## config.mk

```make
export PLATFORM = sky130hd
export DESIGN_NAME = issue_trace
export DESIGN_NICKNAME = d
export VERILOG_FILES = /design/src/rtl/issue_trace.sv
export SDC_FILE = /design/constraint.sdc
export NUM_CORES = 1
export LEC_CHECK = 0
export CAP_MARGIN = 10
export CORE_UTILIZATION = 35
export CTS_BUF_LIST = sky130_fd_sc_hd__clkbuf_4
export CTS_CLUSTER_SIZE = 40
export DETAILED_ROUTE_END_ITERATION = 16
export DONT_BUFFER_PORTS = 1
export MAX_ROUTING_LAYER = met4
export PLACE_DENSITY_LB_ADDON = 0.05
export SYNTH_ARGS = -nofsm -noshare
export SYNTH_HDL_FRONTEND = slang
export SYNTH_SLANG_ARGS = --single-unit
```

## constraint.sdc

```tcl
create_clock -name clk -period 13.7 [get_ports clk]
set_input_delay 2.74 -clock clk [delete_from_list [all_inputs] [get_ports clk]]
set_output_delay 2.74 -clock clk [all_outputs]
set_load 0.01 [all_outputs]
```

## src/rtl/issue_trace.sv

```systemverilog
// Issue-bus trace buffer: fill-stop or circular capture with post-trigger window, stamped entries.
// Write on the sampled edge, head entry on rd_* combinationally in DONE; drain holds while rd_ready is low.
`ifndef WIDTH_CMD
`define WIDTH_CMD 8
`endif

module issue_trace #(
    parameter int CHANNELS    = 3,
    parameter int CMD_WIDTH   = `WIDTH_CMD,
    parameter int DEPTH       = 16,
    parameter int STAMP_WIDTH = 16,
    parameter int POST        = 8
) (
    input  logic                          clk,
    input  logic                          rst,
    input  logic                          start,
    input  logic                          stop,
    input  logic                          trig,
    input  logic [1:0]                    mode,
    input  logic [CHANNELS-1:0]           ch_valid,
    input  logic [CHANNELS*CMD_WIDTH-1:0] ch_cmd,
    output logic                          rd_valid,
    input  logic                          rd_ready,
    output logic [STAMP_WIDTH-1:0]        rd_stamp,
    output logic [CHANNELS-1:0]           rd_mask,
    output logic [CHANNELS*CMD_WIDTH-1:0] rd_cmd,
    output logic [$clog2(DEPTH):0]        count,
    output logic                          overflow,
    output logic                          busy,
    output logic                          done
);
    localparam int PW = $clog2(DEPTH);
    localparam logic [PW:0]   CNT_FULL = (PW+1)'(DEPTH);
    localparam logic [PW:0]   CNT_LAST = (PW+1)'(DEPTH - 1);
    localparam logic [PW-1:0] POST_LD  = PW'(POST);

    typedef struct packed {
        logic [STAMP_WIDTH-1:0]        stamp;
        logic [CHANNELS-1:0]           mask;
        logic [CHANNELS*CMD_WIDTH-1:0] cmd;
    } entry_t;

    typedef enum logic [1:0] {
        S_IDLE,
        S_CAPTURE,
        S_POST,
        S_DONE
    } state_t;

    state_t                 state;
    state_t                 state_nxt;
    logic [STAMP_WIDTH-1:0] stamp;
    logic [PW-1:0]          wr_ptr;
    logic [PW-1:0]          rd_ptr;
    logic [PW-1:0]          post_cnt;
    logic [PW-1:0]          post_nxt;
    logic                   qual_mode;
    logic                   circ_mode;
    logic                   active;
    logic                   sample;
    logic                   wr_en;
    logic                   full;
    logic                   pop;
    entry_t                 mem [DEPTH];
    entry_t                 head;

    assign active = (state == S_CAPTURE) || (state == S_POST);
    // start and stop cycles are never captured; start restarts, stop terminates
    assign sample = active && !start && !stop && (!qual_mode || (|ch_valid));
    assign full   = (count == CNT_FULL);
    assign wr_en  = sample && (!full || circ_mode);
    assign pop    = rd_valid && rd_ready;

    assign head     = mem[rd_ptr];
    assign rd_valid = (state == S_DONE) && (count != '0);
    assign rd_stamp = head.stamp;
    assign rd_mask  = head.mask;
    assign rd_cmd   = head.cmd;
    assign busy     = active;
    assign done     = (state == S_DONE);

    always_comb begin
        state_nxt = state;
        post_nxt  = post_cnt;
        if (start) begin
            state_nxt = S_CAPTURE;
        end else begin
            case (state)
                S_IDLE: begin
                    state_nxt = S_IDLE;
                end
                S_CAPTURE: begin
                    if (stop) begin
                        state_nxt = S_DONE;
                    end else if (!circ_mode) begin
                        if (wr_en && (count == CNT_LAST)) state_nxt = S_DONE;
                    end else if (trig) begin
                        if (POST == 0) begin
                            state_nxt = S_DONE;
                        end else begin
                            state_nxt = S_POST;
                            post_nxt  = POST_LD;
                        end
                    end
                end
                S_POST: begin
                    if (stop) begin
                        state_nxt = S_DONE;
                    end else if (wr_en) begin
                        post_nxt = post_cnt - 1'b1;
                        if (post_cnt == PW'(1)) state_nxt = S_DONE;
                    end
                end
                S_DONE: begin
                    if ((count == '0) || (pop && (count == (PW+1)'(1)))) state_nxt = S_IDLE;
                end
                default: state_nxt = S_IDLE;
            endcase
        end
    end

    always_ff @(posedge clk) begin
        if (rst) begin
            state     <= S_IDLE;
            stamp     <= '0;
            wr_ptr    <= '0;
            rd_ptr    <= '0;
            count     <= '0;
            overflow  <= 1'b0;
            post_cnt  <= '0;
            qual_mode <= 1'b0;
            circ_mode <= 1'b0;
        end else begin
            state    <= state_nxt;
            post_cnt <= post_nxt;
            stamp    <= stamp + 1'b1;
            if (start) begin
                wr_ptr    <= '0;
                rd_ptr    <= '0;
                count     <= '0;
                overflow  <= 1'b0;
                qual_mode <= mode[0];
                circ_mode <= mode[1];
            end else if (wr_en) begin
                wr_ptr <= wr_ptr + 1'b1;
                // a write into a full circular buffer drops the oldest entry
                if (full) begin
                    rd_ptr   <= rd_ptr + 1'b1;
                    overflow <= 1'b1;
                end else begin
                    count <= count + 1'b1;
                end
            end else if (pop) begin
                rd_ptr <= rd_ptr + 1'b1;
                count  <= count - 1'b1;
            end
        end
    end

    always_ff @(posedge clk) begin
        if (wr_en) begin
            mem[wr_ptr] <= '{stamp: stamp, mask: ch_valid, cmd: ch_cmd};
        end
    end

endmodule

```

==> results.toml, run 1 <==
[worst_setup_path]
worstSetupStartpointType = "register"
worstPathMaxFanout = 42
slowest_stage = "dfxtp_4"
cp.required_ps = 10960
worstPathArrival_ps = 4070
cp.depth = 3
crit_type = "register to primary output"
path_buf_inv = 1
cpPeakStageDelay_ps = 1000
cp-end-kind = "primary output"
worstPathCellList = "buf_4 -> mux4_2 -> mux4_2"
cpLargestDelayFamily = "multiplexers"
path_common_cell = "mux4_2"
reg2regPathDepth = 7

[cts]
post-cts-setup-buffers = 0
post_cts_resized = 0
cts-root-buf = "clkbuf_4"
htree_levels = 4
cts_buffers = 195
hold_buffers = 0
worstSkewPairLatency_ps = 1000
cts.sinks = 730
cts_tree = "built"
clk_path_buf_depth = 3
path_clk_slew_ps = 60

[floorplan]
pin_count = 87
dieArea_mm2 = 0.08113
fp.coreArea_mm2 = 0.07913
fp-row-count = 103
fp.dieH_um = 284.8
die-width_um = 284.8
initial_core_util_pct = 35.38

[cells_and_area]
fillers = 7151
syn_to_final_growth_pct = 14.14
final_cell_area_mm2 = 0.03196
layout-drive-gt1-share_pct = 38.69
nNetsFinal = 1440

[timing]
fin_crit_sh_pct = 49.74
worst_slew_pin_slew_ps = 1049
slew_violations = 0
fin_tns_setup_ps = 0
rsz0062_at_grt = "false"
finalSetupViolations = 0
finalHoldViolations = 0
fin_crit_ps = 6815
clock.fmax_ghz = 0.1467
relSlewSlack_pct = 30.06
finClkSkew_ps = 48.94

[grt]
grt_pass1_wl_um = 99370
grt_max_degree = 131
grt_use_total_pct = 17.67
grt_overflow_total = 0
antenna_found_initial = 1
grt_pass1_vias = 14520

[synthesis]
avgSynthCellArea_um2 = 22.84
synth_edf_count = 688
synth.area.top_cells = "edfxtp_1, mux4_2, dfxtp_1, ha_1, nor2_1"
synthesis.nets = 1277
synth-xor-area-share_pct = 0.4692
yosysTopAreaCell = "edfxtp_1"
synth_flop_cell = "edfxtp_1"
netlist_instances = 1226
ys_ff_latch = 730
yosys-top-cells-count = "edfxtp_1, mux4_2, dfxtp_1, nor2_1, clkbuf_1"
synth_simple_gate_area_share_pct = 2.150
synth_cell_type_count = 48
synth-adder-area-share_pct = 0.7150
ys_warn_count = 0
syn_area_mm2 = 0.02800
synth-seq-area-share_pct = 76.79
synth_mux_area_share_pct = 17.54
synth_top_family_by_area = "multiplexers"
synth-compound-area-share_pct = 1.122
yosysMostFrequentCell = "edfxtp_1"
postSynth.asyncResetShare_pct = 0
synth_top_area_share_pct = 73.79

[routing]
ant_nets = 0
wl_um = 66910
drt_iter0_drc = 821
drc = 0
first_pass_iters = 7
viasPerCell = 5.076
vias = 13170
wl_per_cell_um = 25.79

[flow_run]
cap_viol_max_count = 0

[placed_design]
place_hpwl_um = 33110
placed_cell_area_mm2 = 0.02937
place_congestion = 0.6888
numPortBuffers = 0

[power]
leakage_uw = 0.009788
ir_drop_mv = 0.05974
p_per_area_mw_per_mm2 = 139.4

[min_path]
hold_depth = 2
min_path_type = "register to register"

[outcome]
status = "finished clean"
## where the power goes
| part | leakage [uW] | internal (uW) | switching, uW |
|---|---|---|---|
| clock | 0.00154 | 1070 | 877 |
| combinational | 0.00165 | 23.3 | 35.1 |
| sequential | 0.00659 | 2440 | 8.54 |
| total | 0.00979 | 3530 | 921 |
## sequential cells by signal, summed over array words and instances, names as in the netlist, named ones only
name,count
mem,688
stamp,16
count,5
post_cnt,4
rd_ptr,4
wr_ptr,4
state,2
circ_mode,1
overflow,1
qual_mode,1
## layer usage
metal / part of all wire [%] / track usage [%]
met2: 50 / 27.57
met1: 44 / 22.36
met3: 4.9 / 4.584
met4: 1.7 / 6.129
met5: 0 / -
## area by class of cell
type                            instances  area [um^2]  area share [%]
Timing Repair Buffer                   24        205.2          0.6421
Antenna cell                            2        5.005         0.01566
Multi-Input combinational cell        421         6270           19.62
Clock buffer                          316         2372           7.423
Clock inverter                         35        212.7          0.6656
Inverter                               17        63.81          0.1997
Tap cell                             1050         1314           4.111
Sequential cell                       730        21520           67.32
## worst paths after layout
path               start           to  slack (ps)
min          post_cnt[0]  post_cnt[0]         500
max reg2reg     state[0]  mem[14][15]        9590
max             register  rd_stamp[8]        6890
min reg2reg  post_cnt[0]  post_cnt[0]         500
## tightest hold or removal path: stages (launching register included)
cell and delay [ps]:
dfxtp_1 340, nand2_1 70, a21oi_1 50
## layout by cell type, fill, tap and decap left out, types with 11 or more instances in the layout
| master | count |
|---|---|
| clkinv_1 | 22 |
| edfxtp_1 | 688 |
| nand2_1 | 22 |
| dfxtp_1 | 38 |
| or3_1 | 11 |
| nor2_1 | 29 |
| inv_1 | 17 |
| clkbuf_4 | 316 |
| buf_4 | 22 |
| nor2_4 | 12 |
| ha_1 | 16 |
| o21ai_0 | 11 |
| a21oi_1 | 17 |
| mux4_2 | 215 |
## through the flow
stage	setup WS [ps]	util (%)	cells	hold slack [ps]	total power [uW]
2_1_floorplan	6388	-	1226	459.1	2538
3_3_place_gp	7673	37.11	2242	477.4	2554
4_1_cts	6508	40.38	2593	495.5	4541
3_5_place_dp	7682	37.11	2242	484.5	2555
5_1_grt	6480	40.39	2595	542.6	4657
6_report	6885	40.39	2595	497.1	4455
## logic make-up after synthesis
family                     count (synthesis)
AOI/OAI and AO/OA                         48
xor gates and xnor gates                  15
adders and majority gates                 16
buffers and inverters                     75
DFF                                      730
muxes                                    222
and+or+nand+nor                          120
No activity file was read; power rests on OpenSTA's default activity.
==> run 2, diff against run 1 <==
- clock period: 13.7 -> 6.9 ns (I/O delays scaled with it)
==> run 2 against run 1 <==
- sequential power grew 98%
- cell count rose by 0.35%
- global-route usage decreased by 0.62 points
- largest cell class unchanged
- first-iteration DRC count increased by 6.6%
- sequential cell count unchanged
- via count is 0.46% lower
- worst hold slack got worse by 79 ps
- register-to-register slack worse by 6800 ps
- power is 97% higher
- non-clock buffer count increased by 2
==> results.toml, run 2 (synthesis results as in run 1) <==
[routing]
top_layer_used = "met4"
wl_per_cell_um = 25.06
viasPerCell = 5.035
drt_iter0_drc = 875
wl_met3_um = 3619
vias = 13110
route.met2.wl_um = 31400
first_pass_iters = 5
wl_um = 65270
drc = 0
ant_nets = 0
wl_met1_um = 29120

[floorplan]
pin_count = 87
fp.coreArea_mm2 = 0.07913
initial_core_util_pct = 35.38
dieArea_mm2 = 0.08113
fp-row-count = 103
die-width_um = 284.8
fp.dieH_um = 284.8

[worst_setup_path]
rr_endpoint = "mem[0][18]"
worstPathArrival_ps = 3530
worstSetupStartpointType = "register"
cp.required_ps = 5520
reg2reg_from = "state[0]"
cp-end-kind = "primary output"
crit_type = "register to primary output"
worstPathMaxFanout = 106
reg2reg_slack_ps = 2820
reg2regPathDepth = 7

[cts]
cts_tree = "built"
path_clk_slew_ps = 60
cts-root-buf = "clkbuf_4"
post_cts_resized = 0
clk_path_buf_depth = 3
worstSkewPairLatency_ps = 1040
post-cts-setup-buffers = 0
hold_buffers = 0
htree_levels = 4
cts_buffers = 200
cts.sinks = 730

[timing]
finClkSkew_ps = 89.23
relSlewSlack_pct = 24.92
rsz0062_at_grt = "false"
worst_slew_pin_slew_ps = 1124
finalHoldViolations = 0
fin_crit_sh_pct = 71.16
clock.fmax_ghz = 0.2037
finalSetupViolations = 0
hold_ws_ps = 418.6
fin_crit_ps = 4910
slew_violations = 0
fin_tns_setup_ps = 0

[power]
clock_power_share_pct = 43.4
total_power_uw = 8788
power_frac_comb_pct = 1.3
switchingPower_uw = 1880
leakage_uw = 0.009782
p_seq_share_pct = 55.3
internal-power_uw = 6907
swShare_pct = 21.39
p_per_area_mw_per_mm2 = 274.9
ir_drop_mv = 0.09741

[cells_and_area]
layout-drive-gt1-share_pct = 38.04
largest_register = "mem"
syn_to_final_growth_pct = 14.17
largest_reg_flops = 688
mostFrequentLayoutCells = "edfxtp_1, clkbuf_4, mux4_2"
layout_commonest_cell = "edfxtp_1"
reg.largest.list = "mem (688), stamp (16), count (5)"
nNetsFinal = 1447

[grt]
grt_overflow_total = 0
grt_pass1_vias = 14330
grt_use_total_pct = 17.05
grt_pass1_wl_um = 96400
antenna_found_initial = 2
grt_max_degree = 107

[min_path]
min_to = "stamp[6]"
min_path_type = "input port to register"
hold_start = "rst"
hold_depth = 1

[flow_run]
cap_viol_max_count = 0

[outcome]
status = "finished clean"

[placed_design]
place_hpwl_um = 35780
numPortBuffers = 0
place_congestion = 0.7131
-- run 2: critical path: stages, from the launching register on --
cell and delay (ps):
dfxtp_4 730, buf_12 640, mux4_2 420, mux4_2 620
-- run 2: layout make-up --
| type | count | area (um^2) |
|---|---|---|
| Inverter | 17 | 63.81 |
| Sequential cell | 730 | 21520 |
| Multi-Input combinational cell | 421 | 6270 |
| Clock buffer | 306 | 2297 |
| Tap cell | 1050 | 1314 |
| Fill cell | 7098 | 47160 |
| Antenna cell | 3 | 7.507 |
| Timing Repair Buffer | 26 | 252.7 |
| Clock inverter | 51 | 245.2 |
-- run 2: how the worst max path moves through the flow --
| stage | start | endpoint | slack (ps) | cells past startpoint |
|---|---|---|---|---|
| floorplan | start | mem[0][0] | 950 | 6 |
| global placement | stop | mem[4][26] | 2240 | 5 |
| detailed placement | stop | mem[4][26] | 2280 | 5 |
| CTS | register | rd_stamp[2] | 1770 | 3 |
| global route | register | rd_stamp[2] | 1720 | 3 |
| finish | register | rd_stamp[1] | 1990 | 3 |
-- run 2: per-layer routing --
layer | vias to the layer above | GRT usage (%)
met2 | 313 | 25.71
met4 | 0 | 5.551
li1 | 5690 | -
met5 | - | -
met3 | 108 | 5.040
met1 | 7000 | 22.10
-- run 2: through the flow --
step | std cells | setup WS (ps) | cell area, um^2 | utilization [%]
after global placement | 2243 | 2243 | 29390 | 37.14
after floorplan | 1226 | 948.1 | 28000 | -
final | 2604 | 1990 | 31970 | 40.40
after detailed placement | 2243 | 2280 | 29390 | 37.14
after global routing | 2604 | 1718 | 31970 | 40.40
after CTS | 2600 | 1765 | 31930 | 40.35
-- run 2: power by group through the flow --
stage	combinational, uW	sequential [uW]	clock, uW
2_1_floorplan	89.6	4950	0
3_3_place_gp	118	4950	0
3_5_place_dp	119	4960	0
4_1_cts	120	4860	3980
5_1_grt	129	4860	4170
6_report	117	4860	3810
